**config.mk**
```make
export PLATFORM = sky130hd
export DESIGN_NAME = trigout_ts_queue_flat
export DESIGN_NICKNAME = d
export VERILOG_FILES = /design/src/rtl/trigout_pkg.sv /design/src/rtl/trigout_ts_queue_if.sv /design/src/rtl/trigout_ts_fifo.sv /design/src/rtl/trigout_ts_queue.sv /design/src/flat_wrapper.sv
export SDC_FILE = /design/constraint.sdc
export NUM_CORES = 1
export LEC_CHECK = 0
export ABC_CLOCK_PERIOD_IN_PS = 17900
export CAP_MARGIN = 10
export CELL_PAD_IN_SITES_DETAIL_PLACEMENT = 1
export CELL_PAD_IN_SITES_GLOBAL_PLACEMENT = 1
export CORE_MARGIN = 2
export CORE_UTILIZATION = 45
export CTS_CLUSTER_DIAMETER = 120
export DETAILED_ROUTE_END_ITERATION = 12
export PLACE_DENSITY = 0.79
export SYNTH_ARGS = -nofsm -noshare
export SYNTH_HDL_FRONTEND = slang
export SYNTH_SLANG_ARGS = --single-unit
export TNS_END_PERCENT = 30
```
**constraint.sdc**
```tcl
create_clock -name clk_i -period 17.9 [get_ports clk_i]
set_input_delay 4.475 -clock clk_i [delete_from_list [all_inputs] [get_ports clk_i]]
set_output_delay 4.475 -clock clk_i [all_outputs]
set_load 0.02 [all_outputs]
```
**src/rtl/trigout_pkg.sv**
```systemverilog
// Shared types for the trigger-out timestamp queue: source count, timestamp
// entry layout and the capture FSM state encoding.
package trigout_pkg;

  localparam int C_NSRC  = 5;
  localparam int C_SEC_W = 40;
  localparam int C_CYC_W = 28;

  typedef struct packed {
    logic [C_SEC_W-1:0] sec;
    logic [C_CYC_W-1:0] cycles;
    logic [C_NSRC-1:0]  mask;
  } ts_entry_t;

  typedef enum logic [1:0] {
    IDLE    = 2'd0,
    COLLECT = 2'd1,
    PUSH    = 2'd2
  } trig_state_t;

  // Window counter load value for a given coalescing window length.
  function automatic logic [3:0] win_load(input int coalesce);
    return 4'(coalesce - 1);
  endfunction

endpackage

```
**src/rtl/trigout_ts_queue_if.sv**
```systemverilog
// Readout bus between the timestamp queue and the register bank.
// master = register bank (issues pops), slave = queue (presents head entry).
interface trigout_ts_queue_if;

  logic        ts_rd_i;
  logic [39:0] ts_sec_o;
  logic [27:0] ts_cycles_o;
  logic [4:0]  ts_mask_o;
  logic        ts_present_o;
  logic [7:0]  ovf_cnt_o;

  modport master (
    output ts_rd_i,
    input  ts_sec_o,
    input  ts_cycles_o,
    input  ts_mask_o,
    input  ts_present_o,
    input  ovf_cnt_o
  );

  modport slave (
    input  ts_rd_i,
    output ts_sec_o,
    output ts_cycles_o,
    output ts_mask_o,
    output ts_present_o,
    output ovf_cnt_o
  );

endinterface

```
**src/rtl/trigout_ts_fifo.sv**
```systemverilog
// Synchronous FIFO of timestamp entries. The head entry is held in a register
// that is recomputed every cycle from the post-update pointers, so the read
// port is registered, reads zero when empty and shows a freshly written entry
// one cycle after the write into an empty FIFO.
module trigout_ts_fifo
  import trigout_pkg::*;
#(
  parameter int g_DEPTH = 8
) (
  input  logic      clk_i,
  input  logic      rst_n_i,
  input  logic      wr_en_i,
  input  ts_entry_t wr_data_i,
  input  logic      rd_en_i,
  output ts_entry_t rd_data_o,
  output logic      full_o,
  output logic      empty_o
);

  localparam int AW = (g_DEPTH > 1) ? $clog2(g_DEPTH) : 1;
  localparam int CW = $clog2(g_DEPTH + 1);

  ts_entry_t       mem_q [g_DEPTH];
  logic [AW-1:0]   wr_ptr_q, wr_ptr_d;
  logic [AW-1:0]   rd_ptr_q, rd_ptr_d;
  logic [CW-1:0]   count_q, count_d;
  ts_entry_t       head_q, head_d;
  logic            do_rd, do_wr;

  // Pointer/occupancy update and next head selection (bypass when the write
  // lands exactly on the next read slot).
  always_comb begin
    do_rd    = rd_en_i && (count_q != '0);
    do_wr    = wr_en_i && ((count_q != CW'(g_DEPTH)) || do_rd);
    wr_ptr_d = wr_ptr_q;
    rd_ptr_d = rd_ptr_q;
    count_d  = count_q;
    if (do_wr) begin
      wr_ptr_d = wr_ptr_q + AW'(1);
    end
    if (do_rd) begin
      rd_ptr_d = rd_ptr_q + AW'(1);
    end
    case ({do_wr, do_rd})
      2'b10:   count_d = count_q + CW'(1);
      2'b01:   count_d = count_q - CW'(1);
      default: count_d = count_q;
    endcase
    head_d = '0;
    if (count_d != '0) begin
      if (do_wr && (rd_ptr_d == wr_ptr_q)) begin
        head_d = wr_data_i;
      end else begin
        head_d = mem_q[rd_ptr_d];
      end
    end
  end

  // Control and head registers.
  always_ff @(posedge clk_i) begin
    if (!rst_n_i) begin
      wr_ptr_q <= '0;
      rd_ptr_q <= '0;
      count_q  <= '0;
      head_q   <= '0;
    end else begin
      wr_ptr_q <= wr_ptr_d;
      rd_ptr_q <= rd_ptr_d;
      count_q  <= count_d;
      head_q   <= head_d;
    end
  end

  // Storage array; contents are don't-care until written.
  always_ff @(posedge clk_i) begin
    if (do_wr) begin
      mem_q[wr_ptr_q] <= wr_data_i;
    end
  end

  assign rd_data_o = head_q;
  assign full_o    = (count_q == CW'(g_DEPTH));
  assign empty_o   = (count_q == '0);

endmodule

```
**src/rtl/trigout_ts_queue.sv**
```systemverilog
// Trigger-out timestamp queue: coalesces trigger hits that arrive within a
// short window into one {seconds, cycles, source mask} entry, stamped with the
// WR time of the first hit, and queues the entries for register readout.
// Optional build macro: TRIGOUT_TS_OVERFLOW_EN -- builds the dropped-entry
// counter on ovf_cnt_o; without it ovf_cnt_o is tied to zero (drops still
// happen when the queue is full).
//
// state   | meaning
// IDLE    | waiting for the first enabled hit
// COLLECT | window open, OR-ing further hits into the mask
// PUSH    | entry written to the FIFO this cycle; hits are ignored
module trigout_ts_queue
  import trigout_pkg::*;
#(
  parameter int g_DEPTH    = 8,
  parameter int g_COALESCE = 4
) (
  input  logic              clk_i,
  input  logic              rst_n_i,
  input  logic [C_NSRC-1:0] trig_i,
  input  logic [C_NSRC-1:0] enable_i,
  input  logic              tm_valid_i,
  input  logic [C_SEC_W-1:0] tm_tai_i,
  input  logic [C_CYC_W-1:0] tm_cycles_i,
  trigout_ts_queue_if.slave ts_bus
);

  localparam logic [3:0] C_WIN_LOAD = win_load(g_COALESCE);

  trig_state_t        state_q;
  logic [3:0]         win_cnt_q;
  ts_entry_t          entry_q;
  logic               push_q;
  logic [C_NSRC-1:0]  hit;
  ts_entry_t          fifo_head;
  logic               fifo_full;
  logic               fifo_empty;

  // Enabled hits only count while WR time is valid.
  always_comb begin
    hit = '0;
    if (tm_valid_i) begin
      hit = trig_i & enable_i;
    end
  end

  // Capture FSM: timestamp latched on the opening hit, mask accumulated over
  // the window, one-cycle registered push strobe at the end.
  always_ff @(posedge clk_i) begin
    if (!rst_n_i) begin
      state_q   <= IDLE;
      win_cnt_q <= '0;
      entry_q   <= '0;
      push_q    <= 1'b0;
    end else begin
      push_q <= 1'b0;
      case (state_q)
        IDLE: begin
          if (hit != '0) begin
            state_q        <= COLLECT;
            win_cnt_q      <= C_WIN_LOAD;
            entry_q.sec    <= tm_tai_i;
            entry_q.cycles <= tm_cycles_i;
            entry_q.mask   <= hit;
          end
        end
        COLLECT: begin
          entry_q.mask <= entry_q.mask | hit;
          if (win_cnt_q == '0) begin
            state_q <= PUSH;
            push_q  <= 1'b1;
          end else begin
            win_cnt_q <= win_cnt_q - 4'd1;
          end
        end
        PUSH: begin
          state_q <= IDLE;
        end
        default: begin
          state_q <= IDLE;
        end
      endcase
    end
  end

  trigout_ts_fifo #(
    .g_DEPTH (g_DEPTH)
  ) u_fifo (
    .clk_i     (clk_i),
    .rst_n_i   (rst_n_i),
    .wr_en_i   (push_q),
    .wr_data_i (entry_q),
    .rd_en_i   (ts_bus.ts_rd_i),
    .rd_data_o (fifo_head),
    .full_o    (fifo_full),
    .empty_o   (fifo_empty)
  );

  assign ts_bus.ts_sec_o     = fifo_head.sec;
  assign ts_bus.ts_cycles_o  = fifo_head.cycles;
  assign ts_bus.ts_mask_o    = fifo_head.mask;
  assign ts_bus.ts_present_o = !fifo_empty;

`ifdef TRIGOUT_TS_OVERFLOW_EN
  logic [7:0] ovf_q, ovf_d;

  // A push is lost only when full and not relieved by a same-cycle pop.
  always_comb begin
    ovf_d = ovf_q;
    if (push_q && fifo_full && !(ts_bus.ts_rd_i && !fifo_empty) && (ovf_q != 8'hFF)) begin
      ovf_d = ovf_q + 8'd1;
    end
  end

  // Saturating dropped-entry counter.
  always_ff @(posedge clk_i) begin
    if (!rst_n_i) begin
      ovf_q <= '0;
    end else begin
      ovf_q <= ovf_d;
    end
  end

  assign ts_bus.ovf_cnt_o = ovf_q;
`else
  logic unused_full;
  assign unused_full      = fifo_full;
  assign ts_bus.ovf_cnt_o = '0;
`endif

endmodule

```
**src/flat_wrapper.sv**
```systemverilog
// flat-port wrapper written by rule: the top's interface ports become plain ports
module trigout_ts_queue_flat import trigout_pkg::*;
#(
  parameter int g_DEPTH    = 8,
  parameter int g_COALESCE = 4
)
  (clk_i, rst_n_i, trig_i, enable_i, tm_valid_i, tm_tai_i, tm_cycles_i, ts_bus_ts_rd_i, ts_bus_ts_sec_o, ts_bus_ts_cycles_o, ts_bus_ts_mask_o, ts_bus_ts_present_o, ts_bus_ovf_cnt_o);
  trigout_ts_queue_if ts_bus_i ();
  input  logic clk_i;
  input  logic rst_n_i;
  input  logic [C_NSRC-1:0] trig_i;
  input  logic [C_NSRC-1:0] enable_i;
  input  logic tm_valid_i;
  input  logic [C_SEC_W-1:0] tm_tai_i;
  input  logic [C_CYC_W-1:0] tm_cycles_i;
  input wire logic [$bits(ts_bus_i.ts_rd_i)-1:0] ts_bus_ts_rd_i;
  output wire logic [$bits(ts_bus_i.ts_sec_o)-1:0] ts_bus_ts_sec_o;
  output wire logic [$bits(ts_bus_i.ts_cycles_o)-1:0] ts_bus_ts_cycles_o;
  output wire logic [$bits(ts_bus_i.ts_mask_o)-1:0] ts_bus_ts_mask_o;
  output wire logic [$bits(ts_bus_i.ts_present_o)-1:0] ts_bus_ts_present_o;
  output wire logic [$bits(ts_bus_i.ovf_cnt_o)-1:0] ts_bus_ovf_cnt_o;
  assign ts_bus_i.ts_rd_i = ts_bus_ts_rd_i;
  assign ts_bus_ts_sec_o = ts_bus_i.ts_sec_o;
  assign ts_bus_ts_cycles_o = ts_bus_i.ts_cycles_o;
  assign ts_bus_ts_mask_o = ts_bus_i.ts_mask_o;
  assign ts_bus_ts_present_o = ts_bus_i.ts_present_o;
  assign ts_bus_ovf_cnt_o = ts_bus_i.ovf_cnt_o;
  trigout_ts_queue #(.g_DEPTH(g_DEPTH), .g_COALESCE(g_COALESCE)) u_core (.clk_i(clk_i), .rst_n_i(rst_n_i), .trig_i(trig_i), .enable_i(enable_i), .tm_valid_i(tm_valid_i), .tm_tai_i(tm_tai_i), .tm_cycles_i(tm_cycles_i), .ts_bus(ts_bus_i));
endmodule
```
=== Word level (Yosys, flattened, before mapping) ===
Memories as Yosys holds them, arrays and structs flattened. A register that Yosys moved wholly into a read port is not among the register bits.
Cells that the tools add are included.

* Flip-flop bits (word level): 90
* RAM bits: 584
* Input bits: 82
* Output and inout bits: 82
* Memories kept: 1

* Add/sub/neg operators: 5
* Eq/ne operators: 7
* Multiplexer cells: 14
* Bitwise operators: 2
* Reduce and logical (&&, ||, !) cells: 18

{| class="wikitable"
|+ Memory list
! name !! words !! width !! read ports !! clocked after Yosys merged registers in !! wr ports !! RTL line !! RTL
|-
| u_core.u_fifo.mem_q || 8 || 73 || 1 || 1 || 1 || trigout_ts_fifo.sv:23 || <nowiki>ts_entry_t mem_q [g_DEPTH];</nowiki>
|}

{| class="wikitable"
|+ Operator list
! cell !! count
|-
| $pmux W4 S2 || 2
|-
| $mux W5 || 2
|-
| $pmux W5 S2 || 1
|-
| $reduce_and A2 Y1 || 5
|-
| $logic_not A4 Y1 || 2
|-
| $mux W4 || 2
|-
| $reduce_bool A4 Y1 || 2
|-
| $sub A4 B1 Y4 const B || 2
|-
| $add A3 B1 Y3 const B || 2
|-
| $and A5 B5 Y5 || 1
|-
| $or A5 B5 Y5 || 1
|-
| $reduce_bool A5 Y1 || 1
|-
| $add A4 B1 Y4 const B || 1
|-
| $eq A2 B1 Y1 const B || 2
|-
| $mux W2 || 2
|-
| $ne A2 B1 Y1 const B || 2
|-
| $ne A4 B4 Y1 const B || 1
|-
| $pmux W2 S2 || 1
|-
| $mux W1 || 3
|-
| $mux W3 || 1
|-
| $reduce_and A3 Y1 || 1
|-
| $eq A2 B2 Y1 const B || 1
|-
| $logic_and A1 B1 Y1 || 2
|-
| $logic_not A1 Y1 || 2
|-
| other kinds (4) || 4
|}

=== Logic depth before layout (Yosys ltp) ===
* Depth after elaboration: 9
* Depth in mapped cells: 11
* Gate-level depth less buffers: 8

=== Modules after synthesis ===
Synthesis repeated with hierarchy kept, for this count alone.

* Cells, all modules: 1,874
* Area total of the unflattened synthesis: 28,112.0 sq um

{| class="wikitable"
|+ Modules (own cells, without submodules)
! module !! times used !! cells an instance !! area each (sq um) !! sequential area each (sq um)
|-
| trigout_ts_fifo || 1 || 1,508 || 24,812.5 || 19,198.4
|-
| trigout_ts_queue || 1 || 366 || 3,299.4 || 1,601.5
|}

=== Least setup slack after synthesis ===
No wires, ideal clock.

* Kind: input -> register
* Start point: input port ts_bus_ts_rd_i
* End point: memory u_core.u_fifo.mem_q[0][0] (netlist name), enable pin
* Setup time: 0.594 ns
* Data arrival time: 9.958 ns
* Data required time: 17.306 ns
* Setup slack: 7.348 ns
* Stages: 4
* Path buffers: 0
* Cell sequence: nor2b_1 > a21oi_1 > nand2b_1 > nor3_1

* Longest elaborated chain between the ends: 5

{| class="wikitable"
|+ Ends and longest elaborated chain
! what !! RTL line !! RTL
|-
| start, declared || flat_wrapper.sv:16 || <nowiki>input wire logic [$bits(ts_bus_i.ts_rd_i)-1:0] ts_bus_ts_rd_i;</nowiki>
|-
| $logic_and A1 B1 Y1 || trigout_ts_fifo.sv:33 || <nowiki>do_rd = rd_en_i && (count_q != '0);</nowiki>
|-
| $logic_or A1 B1 Y1 || trigout_ts_fifo.sv:34 || <nowiki>do_wr = wr_en_i && ((count_q != CW'(g_DEPTH)) || do_rd);</nowiki>
|-
| $logic_and A1 B1 Y1 || trigout_ts_fifo.sv:34 ||
|-
| $mux W1 || trigout_ts_fifo.sv:76 || <nowiki>if (do_wr) begin</nowiki>
|-
| $mux W1 (not written as such) || trigout_ts_fifo.sv:77 || <nowiki>mem_q[wr_ptr_q] <= wr_data_i;</nowiki>
|-
| end, declared || trigout_ts_fifo.sv:23 ||
|}

Every way passes these cells.

=== Final worst setup path ===
* Start point: input port ts_bus_ts_rd_i
* End point: register u_core.u_fifo.head_q (netlist bit u_core.u_fifo.rd_data_o[49])

* Longest elaborated chain between the ends: 8
* Elaborated cells between the ends (all ways): 10
* Classes of those cells: 2 x eq/ne; 2 x mux; 6 x reduce/logical

{| class="wikitable"
|+ Ends and longest elaborated chain
! what !! RTL line !! RTL
|-
| $logic_and A1 B1 Y1 * || trigout_ts_fifo.sv:33 ||
|-
| $logic_or A1 B1 Y1 || trigout_ts_fifo.sv:34 ||
|-
| $logic_and A1 B1 Y1 || trigout_ts_fifo.sv:34 ||
|-
| $eq A2 B1 Y1 / $eq A2 B2 Y1 (equally long branches) || trigout_ts_fifo.sv:44 || <nowiki>case ({do_wr, do_rd})</nowiki>
|-
| $pmux W4 S2 || trigout_ts_fifo.sv:44 ||
|-
| $reduce_bool A4 Y1 || trigout_ts_fifo.sv:50 || <nowiki>if (count_d != '0) begin</nowiki>
|-
| $reduce_and A2 Y1 (no source line) || -- ||
|-
| $logic_not A1 Y1 (no source line) || -- ||
|-
| end signal, assigned || trigout_ts_fifo.sv:65 || <nowiki>head_q <= '0;</nowiki>
|-
| end signal, assigned || trigout_ts_fifo.sv:70 || <nowiki>head_q <= head_d;</nowiki>
|-
| end, declared || trigout_ts_fifo.sv:27 || <nowiki>ts_entry_t head_q, head_d;</nowiki>
|}

Every way passes the cells marked *; elsewhere a longest branch is shown, timed or not.
A chain may end at the register's enable or synchronous reset.

==> out/metrics.cfg <==
[setup_path]
path_class=primary input to register
cp-end-kind=register
worstPathArrival_ns=8.71
cp.required_ns=18.34
cp_max_fo=40
start_kind=primary input

[drt]
num_vias=23726
totalWireLength_um=102100
post_drt_via_cell_ratio=6.416
first_pass_iters=7
ant_nets=0
drc_errors=0
drtIter0Drc=2010
wl_per_cell_um=27.60

[sta]
fin_tns_setup_ns=0
setup_viol=0
setup_ws_ns=9.630
layout_min_cycle_time_ns=8.270
max_slew_margin_pct=12.30
post-route-period-util_pct=46.20
max_freq_ghz=0.1209
hold_viol=0
skew_ns=0.02797
rsz0062_at_grt=false
finalMaxSlewViolations=0
worst_slew_pin_slew_ns=1.316

[min_path]
hp-class=register to register

[clocking]
cts_resized=0
cts_setup_buffers=0
cts.sinks=747
cts_max_level=3
clk_latency_ns=0.64
numCtsBuffers=80
cts_tree=yes
clockBufferDepth=3
clkTransAtPathRegs_ns=0.06
cts-root-buf=clkbuf_16
cts_hold_buf=0

[placed_design]
dp.cells=3548
dp.final_hpwl_um=53410
place.gp.congestion=0.7590
placed_area_sq_mm=0.03648
port-buffer-count=155
place_worst_setup_slack_ns=9.067

[synth]
yosys_warnings=0
synth_flop_cell=edfxtp_1
synthCells=2606
yosys_register_bits=747
synth_edf_count=584
async_reset_ff_share_pct=0
syn_avg_cell_area_sq_um=13.16
yosysUniqueCellTypes=53
ys_seq_area_share_pct=60.67
synth_area_sq_mm=0.03429

[layout]
nFillCells=7388
fin_cells=3698
syn_to_final_growth_pct=14.39
nets=2741
insertedDiodeCount=0
stdcell_area_sq_mm=0.03922
fin_util_pct=51.81
drive_gt1_share_pct=9.228

[job]
drv_cap=0

[floorplanning]
dieArea_sq_mm=0.07841
die_x_um=280.0
initial_utilization_pct=45.29
ios=164
num_rows=101
core-area_sq_mm=0.07570
dieHeight_um=280.0

[power]
power.leakage_nw=11.78
switchingPower_mw=1.742
sw_frac_of_total_pct=32.51
intPower_mw=3.617
vdd_ir_drop_max_mv=0.1439
comb_power_share_pct=29.7
p_per_area_mw_per_mm2=136.7
p_clk_share_pct=31.9
pwr-share-seq_pct=38.4

[global_routing]
track_usage_pct=25.62
grt_overflow_total=0
grt_max_degree=199
grt_pass1_wl_um=153300
antenna_found_initial=1
grt_pass1_vias=25577

[outcome]
status=completed

==> power groups by stage <==
stage                     clock (mW)  sequential, mW  combinational [mW]
after floorplan                    0            2.11                1.08
after global routing            1.80            2.07                1.69
after detailed placement           0            2.10                1.57
final                           1.71            2.06                1.59
after global placement             0            2.09                1.50
after CTS                       1.73            2.06                1.58
==> area by class of cell <==
type	instances	area, sq um	area share [%]
sequential	747	20810	53.06
inverter	9	35.03	0.08933
tap	978	1224	3.120
clock inverter	40	370.4	0.9444
multi-input combinational	1613	12500	31.86
clock buffer	110	2364	6.027
timing repair buffer	201	1922	4.900
==> final timing paths <==
| check | endpoint | cells past startpoint | slack, ns | startpoint |
|---|---|---|---|---|
| max | u_core.u_fifo.rd_data_o[49] | 9 | 9.63 | ts_bus_ts_rd_i |
| min | u_core.win_cnt_q[1] | 2 | 0.49 | u_core.win_cnt_q[1] |
| max reg2reg | u_core.u_fifo.rd_data_o[49] | 8 | 13.39 | u_core.u_fifo.count_q[1] |
| min reg2reg | u_core.win_cnt_q[1] | 2 | 0.49 | u_core.win_cnt_q[1] |
==> layer usage <==
metal,track usage (%),part of all wire [%],up-vias
met5,0,0.014,-
met4,10.65,3.4,2
met3,3.639,6.2,227
met2,44.05,50,911
met1,32.44,41,12189
li1,-,-,10397
==> layout by cell type, fill, tap and decap left out, types with 5 or more instances in the layout <==
cell type	synthesis	routed
a2111oi_0	95	95
a211oi_1	76	76
a21oi_1	173	173
a22oi_1	146	146
a311oi_1	24	24
a311oi_2	50	50
a32oi_1	50	50
and3_1	7	6
buf_4	13	44
bufinv_16	0	7
clkbuf_1	169	13
clkbuf_16	0	87
clkbuf_8	0	10
clkdlybuf4s50_1	0	155
clkinv_1	0	12
clkinv_2	0	19
conb_1	1	8
dfxtp_1	163	161
edfxtp_1	584	584
ha_1	6	6
inv_1	8	8
mux2i_1	487	486
nand2_1	151	151
nand2b_1	5	5
nand3_1	152	151
nor2_1	28	20
nor2_4	0	9
nor2b_1	98	98
o21ai_0	9	9
xor2_1	6	6
==> synthesized netlist by cell type, types with 76 or more instances <==
master	n	area, sq um
edfxtp_1	584	17540
a22oi_1	146	1096
mux2i_1	487	4875
nor2b_1	98	613.1
clkbuf_1	169	634.4
a211oi_1	76	570.6
a21oi_1	173	865.8
dfxtp_1	163	3263
nand3_1	152	760.7
nand2_1	151	566.8
a2111oi_0	95	832.1
==> per-stage QoR <==
stage	power [mW]	hold slack, ns
6_report	5.359	0.4949
5_1_grt	5.557	0.5374
4_1_cts	5.376	0.4915
3_5_place_dp	3.663	0.4824
3_3_place_gp	3.587	0.4593
2_1_floorplan	3.181	0.4450
==> logic make-up after synthesis <==
family                   count (synthesis)  synth area share (%)
adder cells (fa/ha/maj)                  7                0.2773
AO/OA/AOI/OAI                          641                 14.48
multiplexers                           491                 14.45
AND/OR/NAND/NOR                        458                 6.507
buffers and inverters                  253                 3.401
XOR/XNOR                                 8                0.2044
other                                    1               0.01094
flip-flops                             747                 60.67
==> registers in the layout (all words and copies together), names as in the netlist <==
signal                   cells
u_core.push_q                1
u_core.u_fifo.mem_q        584
u_core.u_fifo.rd_ptr_q       3
u_core.u_fifo.wr_ptr_q       3
u_core.u_fifo.rd_data_o     73
u_core.state_q               2
u_core.u_fifo.count_q        4
u_core.entry_q              73
u_core.win_cnt_q             4
==> critical path, cell delays in order <==
cell,delay [ns]
clkdlybuf4s50_1,0.66
o41ai_4,0.17
nor2_1,0.31
ha_1,0.34
xor2_1,0.17
or3b_2,0.51
o31ai_4,1.05
buf_4,0.88
a311oi_2,0.09
Power figures use the tool's default switching activity.
